===== config.mk =====
export PLATFORM = sky130hd
export DESIGN_NAME = ifetch_queue
export DESIGN_NICKNAME = d
export VERILOG_FILES = /design/src/rtl/cpu_pkg.sv /design/src/rtl/ifq_fifo.sv /design/src/rtl/ifetch_queue.sv
export SDC_FILE = /design/constraint.sdc
export NUM_CORES = 1
export LEC_CHECK = 0
export CAP_MARGIN = 20
export CORE_ASPECT_RATIO = 1.5
export CORE_MARGIN = 4
export CORE_UTILIZATION = 49
export CTS_CLUSTER_DIAMETER = 80
export DETAILED_ROUTE_END_ITERATION = 10
export PLACE_DENSITY = 0.79
export SETUP_SLACK_MARGIN = 0.3
export SYNTH_ARGS = -nofsm -noshare
export SYNTH_HDL_FRONTEND = slang
export SYNTH_HIERARCHICAL = 1
export SYNTH_SLANG_ARGS = --single-unit

===== constraint.sdc =====
create_clock -name clock -period 3.8 [get_ports clock]
set_input_delay 0.38 -clock clock [delete_from_list [all_inputs] [get_ports clock]]
set_output_delay 0.38 -clock clock [all_outputs]
set_load 0.02 [all_outputs]

===== src/rtl/cpu_pkg.sv =====
// Shared CPU front-end definitions: PC stride, default encodings and the
// fetch-state enumeration used by the instruction-fetch queue.
package cpu_pkg;

  localparam int          ADDR_W_DEF    = 32;
  localparam int          INS_W_DEF     = 32;
  localparam int          PC_STEP       = 4;
  localparam logic [31:0] HALT_WORD_DEF = 32'hffff_ffff;

  typedef enum logic {
    FETCH  = 1'b0,
    HALTED = 1'b1
  } fetch_state_e;

endpackage : cpu_pkg


===== src/rtl/ifq_fifo.sv =====
// Synchronous FIFO with flush; power-of-two depth so pointers wrap naturally.
// The head entry is presented straight from storage (no bypass from push).
module ifq_fifo #(
  parameter int WIDTH = 64,
  parameter int DEPTH = 4
) (
  input  logic                       clock,
  input  logic                       reset,
  input  logic                       push_i,
  input  logic                       pop_i,
  input  logic                       flush_i,
  input  logic [WIDTH-1:0]           wdata_i,
  output logic [WIDTH-1:0]           rdata_o,
  output logic [$clog2(DEPTH+1)-1:0] count_o,
  output logic                       empty_o,
  output logic                       full_o
);

  localparam int PTR_W = $clog2(DEPTH);
  localparam int CNT_W = $clog2(DEPTH + 1);

  logic [WIDTH-1:0] mem_q [DEPTH];
  logic [PTR_W-1:0] wr_ptr_q, wr_ptr_d;
  logic [PTR_W-1:0] rd_ptr_q, rd_ptr_d;
  logic [CNT_W-1:0] count_q, count_d;

  // NOTE: every next-state value is given a default first so no path leaves
  // it unassigned, which would otherwise infer a latch.
  always_comb begin
    wr_ptr_d = wr_ptr_q;
    rd_ptr_d = rd_ptr_q;
    count_d  = count_q;
    if (flush_i) begin
      wr_ptr_d = '0;
      rd_ptr_d = '0;
      count_d  = '0;
    end else begin
      if (push_i) wr_ptr_d = wr_ptr_q + PTR_W'(1);
      if (pop_i)  rd_ptr_d = rd_ptr_q + PTR_W'(1);
      unique case ({push_i, pop_i})
        2'b10:   count_d = count_q + CNT_W'(1);
        2'b01:   count_d = count_q - CNT_W'(1);
        default: count_d = count_q;
      endcase
    end
  end

  // NOTE: state registers use non-blocking assignments so all flops sample
  // their inputs from the same pre-edge values.
  always_ff @(posedge clock or negedge reset) begin
    if (!reset) begin
      wr_ptr_q <= '0;
      rd_ptr_q <= '0;
      count_q  <= '0;
    end else begin
      wr_ptr_q <= wr_ptr_d;
      rd_ptr_q <= rd_ptr_d;
      count_q  <= count_d;
    end
  end

  // NOTE: storage is deliberately not reset; the count gates visibility, so
  // stale contents are never consumed and the array maps onto plain RAM.
  always_ff @(posedge clock) begin
    if (push_i && !flush_i) mem_q[wr_ptr_q] <= wdata_i;
  end

  assign rdata_o = mem_q[rd_ptr_q];
  assign count_o = count_q;
  assign empty_o = (count_q == '0);
  assign full_o  = (count_q == CNT_W'(DEPTH));

endmodule : ifq_fifo


===== src/rtl/ifetch_queue.sv =====
// Instruction-fetch front end: owns the PC, reads instruction memory each
// cycle and queues {pc, instruction} pairs for ID, with redirect and halt.
module ifetch_queue
  import cpu_pkg::*;
#(
  parameter int               ADDR_W    = ADDR_W_DEF,
  parameter int               INS_W     = INS_W_DEF,
  parameter int               DEPTH     = 4,
  parameter logic [ADDR_W-1:0] RESET_PC = '0,
  parameter logic [INS_W-1:0] HALT_WORD = INS_W'(HALT_WORD_DEF)
) (
  input  logic                       clock,
  input  logic                       reset,
  output logic [ADDR_W-1:0]          im_addr,
  input  logic [INS_W-1:0]           im_rdata,
  output logic                       id_valid,
  output logic [INS_W-1:0]           id_ins,
  output logic [ADDR_W-1:0]          id_pc,
  input  logic                       id_ready,
  input  logic                       redirect_valid,
  input  logic [ADDR_W-1:0]          redirect_pc,
  output logic                       halted,
  output logic [$clog2(DEPTH+1)-1:0] count
);

  localparam int WIDTH = ADDR_W + INS_W;

  logic [ADDR_W-1:0] pc_q, pc_d;
  fetch_state_e      state_q, state_d;
  logic              push, pop, empty, full, is_halt;
  logic [WIDTH-1:0]  head;

  assign pop     = id_valid && id_ready;
  assign push    = (state_q == FETCH) && !redirect_valid && (!full || pop);
  assign is_halt = (im_rdata == HALT_WORD);

  // Redirect overrides everything, including a halt word fetched this cycle.
  always_comb begin
    pc_d    = pc_q;
    state_d = state_q;
    if (redirect_valid) begin
      pc_d    = redirect_pc;
      state_d = FETCH;
    end else if (push) begin
      if (is_halt) state_d = HALTED;
      else         pc_d    = pc_q + ADDR_W'(PC_STEP);
    end
  end

  always_ff @(posedge clock or negedge reset) begin
    if (!reset) begin
      pc_q    <= RESET_PC;
      state_q <= FETCH;
    end else begin
      pc_q    <= pc_d;
      state_q <= state_d;
    end
  end

  ifq_fifo #(
    .WIDTH (WIDTH),
    .DEPTH (DEPTH)
  ) u_fifo (
    .clock   (clock),
    .reset   (reset),
    .push_i  (push),
    .pop_i   (pop),
    .flush_i (redirect_valid),
    .wdata_i ({pc_q, im_rdata}),
    .rdata_o (head),
    .count_o (count),
    .empty_o (empty),
    .full_o  (full)
  );

  assign im_addr  = pc_q;
  assign id_valid = !empty;
  assign id_pc    = head[WIDTH-1 -: ADDR_W];
  assign id_ins   = head[INS_W-1:0];
  assign halted   = (state_q == HALTED);

endmodule : ifetch_queue

==> results of run 1 <==
## logic make-up after synthesis
family / after synthesis
buffers and inverters: 40
muxes: 69
AOI/OAI and AO/OA: 66
DFF: 296
adders and majority gates: 6
and+or+nand+nor: 100
xor gates and xnor gates: 32
## how the worst max path moves through the flow
stage,slack (ps),endpoint
floorplan,650,u_fifo/mem_q[0][0]
global placement,810,u_fifo/mem_q[0][27]
detailed placement,720,u_fifo/mem_q[1][29]
CTS,430,id_pc[2]
global route,350,id_pc[2]
finish,520,id_pc[2]
## Yosys cell counts, types with 3 or more instances
master	instances	area (µm²)
nand3_1	13	65.1
mux4_2	64	1440
nand4_1	11	68.8
mux2i_1	3	30.0
buf_6	5	56.3
clkbuf_1	12	45.0
buf_4	3	22.5
a21oi_1	3	15.0
a2111oi_2	11	165
a211oi_1	14	105
o21ai_0	12	60.1
edfxtp_1	256	7690
nor3b_1	3	22.5
nor2_1	8	30.0
xnor2_1	30	263
ha_1	5	62.6
dfrtp_1	40	1000
o21ai_1	18	90.1
and2_1	5	31.3
buf_2	11	55.1
and3_1	5	31.3
nand2_1	38	143
inv_1	9	33.8
## state kept, by name, summed over array words and instances, names as in the netlist
register	count
halted	1
im_addr	32
u_fifo/count_o	3
u_fifo/mem_q	256
u_fifo/rd_ptr_q	2
u_fifo/wr_ptr_q	2
## layer usage
| metal | wire length [µm] | up-vias |
|---|---|---|
| met5 | 0 | - |
| met1 | 9960 | 3326 |
| met2 | 13900 | 239 |
| met3 | 1270 | 40 |
| met4 | 748 | 0 |
| li1 | - | 2828 |
## metrics by stage
step | hold slack [ps] | std cells | worst slack [ps]
2_1_floorplan | 84.4 | 609 | 650
6_report | -4.37 | 1129 | 520
3_3_place_gp | 521 | 1080 | 808
3_5_place_dp | 565 | 1080 | 722
5_1_grt | 47.5 | 1129 | 349
4_1_cts | 11.1 | 1129 | 433
## final cells by class
class,instances,area [µm²],share of cell area
clock inverters,17,168,0.0113
multi-input cells,273,2940,0.199
well taps,319,399,0.0270
flip-flops and latches,296,8700,0.588
repair buffers,183,1850,0.125
inverters,9,33.8,0.00228
clock buffers,32,704,0.0476
## power by group through the flow
| stage | Sequential (µW) | Clock [µW] | Combinational, µW |
|---|---|---|---|
| 2_1_floorplan | 4020 | 0 | 1400 |
| 3_3_place_gp | 4120 | 0 | 2290 |
| 3_5_place_dp | 4150 | 0 | 2310 |
| 4_1_cts | 4090 | 2700 | 2330 |
| 5_1_grt | 4120 | 2840 | 2410 |
| 6_report | 4080 | 2650 | 2290 |
==> results.toml, run 1 <==
[status]
status = "complete, but fails checks"
violations = "negative hold slack"

[die]
core_area_um2 = 23700
std_cell_rows = 69
io_pins = 169
die_area_um2 = 26700
die_h_um = 198
initial_core_util = 0.498
die_x_um = 135

[synth]
synth-warning-count = 6
syn_area_um2 = 11800
synth_edf_count = 256
yosys.area_share.simple = 0.0440
synth_xor_area_frac = 0.0237
muxShareOfSynthArea = 0.126
syn_nets = 683
synthDistinctLibCells = 41
async_flop_share = 0.135
synth_compound_area_frac = 0.0456
synth_cells = 609
ys_seq_area_frac = 0.735
avgSynthCellArea_um2 = 19.4
synth_adder_area_share = 0.00699
synth_top_family_by_area = "multiplexers"
ys_ff_latch = 296
synth_ff_type = "edfxtp_1"

[pwr]
p_clk_frac = 0.294
internal_power_uw = 6520
switching_share = 0.277
combPwrFrac = 0.254
power_uw = 9020
irDropWorstVdd_mv = 0.373
power.leakage_uw = 0.00474
switching_power_uw = 2500
p_per_area_nw_per_um2 = 610
seq_power_share = 0.452

[sta]
hold_viol_final = 4
finClkSkew_ps = 18.4
rsz0062_at_grt = "no"
worst_pin_slew_ps = 952
setup_violations = 0
slew_headroom = 0.365
slew_violations = 0
max_freq_ghz = 0.305
hold-worst-slack_ps = -4.37
fin_crit_sh = 0.863
post-route-min-period_ps = 3280
finalSetupTns_ps = 0

[final_layout]
drive_above_1_share = 0.185
nets = 864
final_common_cell = "edfxtp_1"
fillers = 1643
final_cell_mix = "edfxtp_1 (256), clkdlybuf4s50_1 (166), mux4_2 (64)"
fin_util = 0.623
area_growth_pct = 25.1
finalInstanceArea_um2 = 14800
n_antenna_cell = 0

[flow_run]
drv_cap = 0

[cts]
clk_path_buf_depth = 3
postCtsHoldBufs = 0
post_cts_buffers = 0
clock_sinks = 296
h-tree-depth = 1
cts.repair.resized = 0
insertion_delay_ps = 530
cts_buffers = 27
cts.clk_slew.worst_paths_ps = 70
cts_tree = "yes"
cts_root_buf = "clkbuf_16"

[setup_path]
crit_path_cell_trace = "buf_4 -> mux4_2 -> clkdlybuf4s50_1"
worstReg2RegEnd = "u_fifo/mem_q[2][41]"
reg2reg_depth = 8
worstSetupStartpoint = "u_fifo/rd_ptr_q[0]"
worst_setup_path_end_kind = "primary output"
slowest_delay_ps = 800
cp.depth = 3
path_buf_inv = 2
worst-setup-path-type = "reg2out"
r2r-start = "u_fifo/count_o[0]"
start_kind = "flip-flop"
r2r_setup_slack_ps = 900
slowest_stage = "dfrtp_4"
critPathMaxFanout = 27
cp_data_required_time_ps = 3420
critical_path.top_delay_family = "buffers and inverters"
cp.arrival_ps = 2900

[drt]
avgRoutedWirePerCell_um = 22.9
first_pass_iters = 5
via_per_inst = 5.70
wirelength_um = 25800
final_antenna_net_count = 0
drc = 0
drt-initial-drc-count = 438
num_vias = 6433

[grt]
grt_most_used_layer = "met2"
grt_pass1_wl_um = 40200
grt_util_met2 = 0.337
overflow = 0
antenna_found_initial = 0
grt_util_met3 = 0.0300
grt_max_degree = 72
grt_pass1_vias = 6890
track_usage = 0.194
grt_use_met1 = 0.251

[placement]
placed_cell_area_um2 = 13900
place_congestion = 0.813
hpwl_um = 17000
portBuffers = 168

[hold_path]
min_path_type = "in2async"
No activity file was read; power rests on OpenSTA's default activity.
==> inputs of run 2 (changes only) <==
--- a/config.mk
+++ b/config.mk
@@ -9,8 +9,8 @@
 export CORE_ASPECT_RATIO = 1.5
 export CORE_MARGIN = 4
-export CORE_UTILIZATION = 49
+export CORE_UTILIZATION = 40
 export CTS_CLUSTER_DIAMETER = 80
 export DETAILED_ROUTE_END_ITERATION = 10
-export PLACE_DENSITY = 0.79
+export PLACE_DENSITY = 0.67
 export SETUP_SLACK_MARGIN = 0.3
 export SYNTH_ARGS = -nofsm -noshare
==> constraint.sdc (replaced) <==
create_clock -name clock -period 3.8 [get_ports clock]
set_input_delay 0.95 -clock clock [delete_from_list [all_inputs] [get_ports clock]]
set_output_delay 0.95 -clock clock [all_outputs]
set_load 0.02 [all_outputs]
==> run 2 against run 1 <==
Against the previous run:
- the run now ends clean
- wire length decreased by 0.41%
- clock power about the same
- cell area increased by 1.6%
- setup slack got worse by 140 ps
- global-route usage decreased by 3.6 points
- die area increased by 21%
- combinational power increased by 4%
- core utilization decreased by 10 points
- non-clock buffer count increased by 4
- fmax decreased by 4.2%
- sequential power decreased by 2%
- first-iteration DRC count decreased by 22%
==> results.toml, run 2 (synthesis results as in run 1) <==
[status]
status = "complete, no violations"

[setup_path]
cp.arrival_ps = 2470
cp_data_required_time_ps = 2850
worst-setup-path-type = "reg2out"
slowest_delay_ps = 580
critical_path.top_delay_family = "buffers and inverters"
slowest_stage = "mux4_2"
worst_setup_path_end_kind = "primary output"
critPathMaxFanout = 31
start_kind = "flip-flop"
path_buf_inv = 2
crit_path_cell_trace = "buf_12 -> mux4_2 -> clkdlybuf4s50_1"

[placement]
hpwl_um = 16300
portBuffers = 168
place_congestion = 0.753
dp_slack_ps = 730
placed_cell_area_um2 = 14100

[die]
std_cell_rows = 76
core_area_um2 = 28900
die_x_um = 148
die_h_um = 219
io_pins = 169
initial_core_util = 0.409
die_area_um2 = 32400

[sta]
finClkSkew_ps = 13.5
fin_crit_sh = 0.901
finalSetupTns_ps = 0
post-route-min-period_ps = 3420
hold_viol_final = 0
worst_pin_slew_ps = 757
rsz0062_at_grt = "no"
max_freq_ghz = 0.292
fin_ws_ps = 378
slew_headroom = 0.494
slew_violations = 0
setup_violations = 0

[grt]
grt_pass1_wl_um = 39300
grt_max_degree = 71
grt_pass1_vias = 6616
antenna_found_initial = 0
grt_util_met2 = 0.285
track_usage = 0.159
grt_util_met3 = 0.0203
overflow = 0
grt_use_met1 = 0.206
grt_most_used_layer = "met2"

[drt]
avgRoutedWirePerCell_um = 21.3
drc = 0
final_antenna_net_count = 0
via_per_inst = 5.17
wirelength_um = 25700
drt-initial-drc-count = 340
num_vias = 6235
first_pass_iters = 4

[pwr]
irDropWorstVdd_mv = 0.317
internal_power_uw = 6520
power.leakage_uw = 0.00479
seq_power_share = 0.441
p_per_area_nw_per_um2 = 601
p_clk_frac = 0.294
combPwrFrac = 0.265
switching_power_uw = 2510
switching_share = 0.278

[cts]
clock_sinks = 296
cts_root_buf = "clkbuf_16"
cts_buffers = 28
cts_tree = "yes"
postCtsHoldBufs = 0
h-tree-depth = 1
clk_path_buf_depth = 3
insertion_delay_ps = 540
cts.clk_slew.worst_paths_ps = 70

[final_layout]
drive_above_1_share = 0.188
largest_register_ffs = 256
finalInstanceArea_um2 = 15000
nets = 869
top_register = "u_fifo/mem_q"
area_growth_pct = 27.2
final_common_cell = "edfxtp_1"
fin_util = 0.520
n_antenna_cell = 0
final_cell_mix = "edfxtp_1 (256), clkdlybuf4s50_1 (166), mux4_2 (64)"

[hold_path]
min_path_type = "in2async"

[flow_run]
drv_cap = 0
[run 2: changes by cell type in the layout (fill, tap and decap cells not counted), moves of 2 or more]
cell	delta
clkbuf_16	+2
bufinv_16	-2
buf_16	+2
buf_4	-4
inv_6	-2
clkinv_1	+2
buf_12	+6
clkinv_4	+3
[run 2: per-stage QoR]
| step | total power, µW | std cells | hold slack, ps |
|---|---|---|---|
| detailed placement | 6470 | 1153 | 528 |
| finish | 9030 | 1207 | 214 |
| global placement | 6460 | 1153 | 524 |
| floorplan | 5420 | 609 | 538 |
| CTS | 9150 | 1206 | 536 |
| global route | 9410 | 1207 | 191 |
[run 2: layout make-up]
type	instances	area (µm²)
inverter	9	33.8
multi-input combinational	273	2940
sequential	296	8700
timing repair buffer	187	1990
fill	2383	13900
tap	390	488
clock buffer	35	758
clock inverter	17	121
[run 2: power groups by stage]
| stage | Clock (µW) | Combinational, µW | Sequential (µW) |
|---|---|---|---|
| finish | 2660 | 2390 | 3980 |
| global route | 2860 | 2550 | 4010 |
| CTS | 2730 | 2440 | 3980 |
| detailed placement | 0 | 2410 | 4060 |
| global placement | 0 | 2410 | 4050 |
| floorplan | 0 | 1400 | 4020 |
[run 2: final timing paths]
kind | startpoint | end | slack, ps | cells after the start
setup / recovery | u_fifo/rd_ptr_q[0] | id_ins[7] | 380 | 3
hold / removal | reset | im_addr[7] | 210 | 1
setup reg to reg | im_addr[11] | im_addr[31] | 1410 | 5
hold reg to reg | im_addr[0] | u_fifo/mem_q[2][32] | 540 | 0
max in group asynchronous | reset | u_fifo/rd_ptr_q[0] | 3150 | 2
min in group clock | im_addr[0] | u_fifo/mem_q[2][32] | 540 | 0
[run 2: timing repair]
action                                  CTS  global route
endpoints found under the setup margin   32             3
hold endpoints to repair                  0             0
pin swaps                                 0             0
setup buffers                             1             0
resized for setup                         0             1
[run 2: metal layers]
metal / vias to the layer above / share of wire
li1: 2845 / -
met1: 3185 / 0.40
met2: 176 / 0.54
met3: 29 / 0.043
met4: 0 / 0.016
met5: - / 0
[run 2: worst register-to-register path, delay by kind of cell, from the launching register on]
kind | cells | cell delay [ps]
AND/OR/NAND/NOR | 2 | 830
flip-flops | 1 | 550
AO/OA/AOI/OAI | 3 | 910
==> inputs of run 3 (changes only) <==
- ABC_AREA: default -> 1
==> run 3 against run 2 <==
Against the previous run:
- area after synthesis grew 5.8%
- critical path depth is 2 higher
- largest cell class unchanged
- global-route usage is 2.2 points higher
- setup slack better by 15 ps
- critical path type unchanged
- clock power rose by 3%
- first-iteration DRC count grew 36%
- sequential cell count unchanged
- register-to-register slack lost 90 ps
- wire length is 25% higher
==> results.toml, run 3 <==
[drt]
first_pass_iters = 5
final_antenna_net_count = 0
drt-initial-drc-count = 463
via_per_inst = 5.20
wirelength_um = 32100
avgRoutedWirePerCell_um = 18.8
num_vias = 8875
drc = 0

[cts]
cts_buffers = 27
insertion_delay_ps = 550
clock_sinks = 296
clk_path_buf_depth = 3
cts.clk_slew.worst_paths_ps = 70
cts_root_buf = "clkbuf_16"
h-tree-depth = 1
cts_tree = "yes"
postCtsHoldBufs = 0

[final_layout]
fin_util = 0.505
largest_register_ffs = 256
final_common_cell = "edfxtp_1"
area_growth_pct = 25.0
top_register = "u_fifo/mem_q"
n_antenna_cell = 0
drive_above_1_share = 0.0853
final_cell_mix = "edfxtp_1 (256), nand2_1 (212), nor2_1 (179)"
nets = 1354

[die]
die_h_um = 225
io_pins = 169
std_cell_rows = 79
initial_core_util = 0.404
die_x_um = 152
die_area_um2 = 34200
core_area_um2 = 30900

[placement]
portBuffers = 168
hpwl_um = 20400
place_congestion = 0.861

[setup_path]
worstReg2RegEnd = "u_fifo/mem_q[3][22]"
reg2reg_depth = 7
r2r_setup_slack_ps = 1320
r2r-start = "u_fifo/count_o[0]"
worst-setup-path-type = "reg2out"
cp-endpoint = "id_pc[17]"
start_kind = "flip-flop"
critPathMaxFanout = 29
cp.arrival_ps = 2460
cp_data_required_time_ps = 2850
worstSetupStartpoint = "u_fifo/rd_ptr_q[1]"
worst_setup_path_end_kind = "primary output"

[flow_run]
drv_cap = 0

[sta]
slew_violations = 0
fin_crit_sh = 0.897
finalSetupTns_ps = 0
setup_violations = 0
finClkSkew_ps = 16.8
max_freq_ghz = 0.294
slew_headroom = 0.592
hold-worst-slack_ps = 412
post-route-min-period_ps = 3410
rsz0062_at_grt = "yes"
hold_viol_final = 0
worst_pin_slew_ps = 612

[synth]
avgSynthCellArea_um2 = 11.3
async_flop_share = 0.135
yosys-top-cells-count = "edfxtp_1 (256), nand2_1 (212), nor2_1 (183), o21ai_0 (85), nand3_1 (81)"
ys_ff_latch = 296
synth_top_area_cell = "edfxtp_1"
synth-warning-count = 6
synth_edf_count = 256
yosysMostFrequentCell = "edfxtp_1"
syn_nets = 1184
synth_top_area_share = 0.615
synth_ff_type = "edfxtp_1"
synth_cells = 1110
ys_top_cells_by_area = "edfxtp_1 (61%), dfrtp_1 (8.0%), nand2_1 (6.4%), nor2_1 (5.5%), o21ai_0 (3.4%)"
ys_seq_area_frac = 0.695
synthDistinctLibCells = 28
syn_area_um2 = 12500

[grt]
antenna_found_initial = 0
grt_max_degree = 66
grt_pass1_wl_um = 48700
track_usage = 0.181
grt_pass1_vias = 8674
overflow = 0

[pwr]
p_per_area_nw_per_um2 = 607
seq_power_share = 0.436
power.leakage_uw = 0.00570
irDropWorstVdd_mv = 0.310
internal_power_uw = 6410
p_clk_frac = 0.287
switching_power_uw = 3070
combPwrFrac = 0.277
switching_share = 0.324

[status]
status = "complete, no violations"

[hold_path]
min_path_type = "in2async"
-- run 3: cell types whose count changed after synthesis, moves of 14 or more --
| cell | before | now |
|---|---|---|
| inv_1 | 9 | 38 |
| mux4_2 | 64 | 0 |
| nand3_1 | 13 | 81 |
| o21ai_1 | 18 | 50 |
| a211oi_1 | 14 | 0 |
| o21ai_0 | 12 | 85 |
| o22ai_1 | 0 | 64 |
| nor2_1 | 8 | 183 |
| xnor2_1 | 30 | 4 |
| nand2_1 | 38 | 212 |
-- run 3: repair_timing --
action / 4_1_cts / 5_1_grt
cloned: 1 / 1
endpoints found under the setup margin: 53 / 22
endpoints found under the hold margin: 0 / 0
buffers inserted: 0 / 0
gates resized for setup: 30 / 6
-- run 3: cell families after synthesis --
group,share of synthesized area
xor gates and xnor gates,0.00560
AOI/OAI and AO/OA,0.0881
buffers and inverters,0.0421
and+or+nand+nor,0.163
DFF,0.695
adders and majority gates,0.00661
-- run 3: how the worst min path moves through the flow --
stage | startpoint | endpoint | depth (start not counted)
floorplan | u_fifo/wr_ptr_q[0] | u_fifo/wr_ptr_q[0] | 1
finish | reset | halted | 1
CTS | reset | im_addr[26] | 1
global placement | im_addr[1] | u_fifo/mem_q[2][33] | 0
detailed placement | im_addr[1] | u_fifo/mem_q[2][33] | 0
global route | reset | halted | 1
-- run 3: layer usage --
layer | part of all wire | global-route usage
met1 | 0.39 | 0.216
met2 | 0.54 | 0.338
met3 | 0.044 | 0.0198
met4 | 0.029 | 0.0647
met5 | 0 | 0
-- run 3: power by group through the flow --
stage | Clock, µW | Sequential, µW | Combinational [µW]
after floorplan | 0 | 4190 | 1410
after global placement | 0 | 4190 | 2610
after detailed placement | 0 | 4200 | 2640
after CTS | 2800 | 4140 | 2650
after global routing | 2920 | 4170 | 2840
final | 2730 | 4140 | 2620
-- run 3: stage by stage --
stage | std cells | worst slack (ps) | power (µW) | instance area, µm²
2_1_floorplan | 1110 | 133 | 5600 | 12500
3_3_place_gp | 1654 | 506 | 6810 | 14600
3_5_place_dp | 1654 | 449 | 6840 | 14600
4_1_cts | 1705 | 312 | 9580 | 15600
5_1_grt | 1706 | 285 | 9930 | 15600
6_report | 1706 | 393 | 9480 | 15600
-- run 3: cell type report --
cell class | count | area, µm²
Fill cell | 2698 | 15300
Sequential cell | 296 | 8700
Multi-Input combinational cell | 712 | 3320
Timing Repair Buffer | 196 | 2020
Clock buffer | 30 | 697
Tap cell | 405 | 507
Clock inverter | 20 | 201
Inverter | 47 | 186
-- run 3: critical path, stage by stage, from the launching register on --
cell	delay, ps
dfrtp_4	610
inv_6	190
buf_12	210
o21ai_1	90
o22ai_1	160
clkdlybuf4s50_1	640
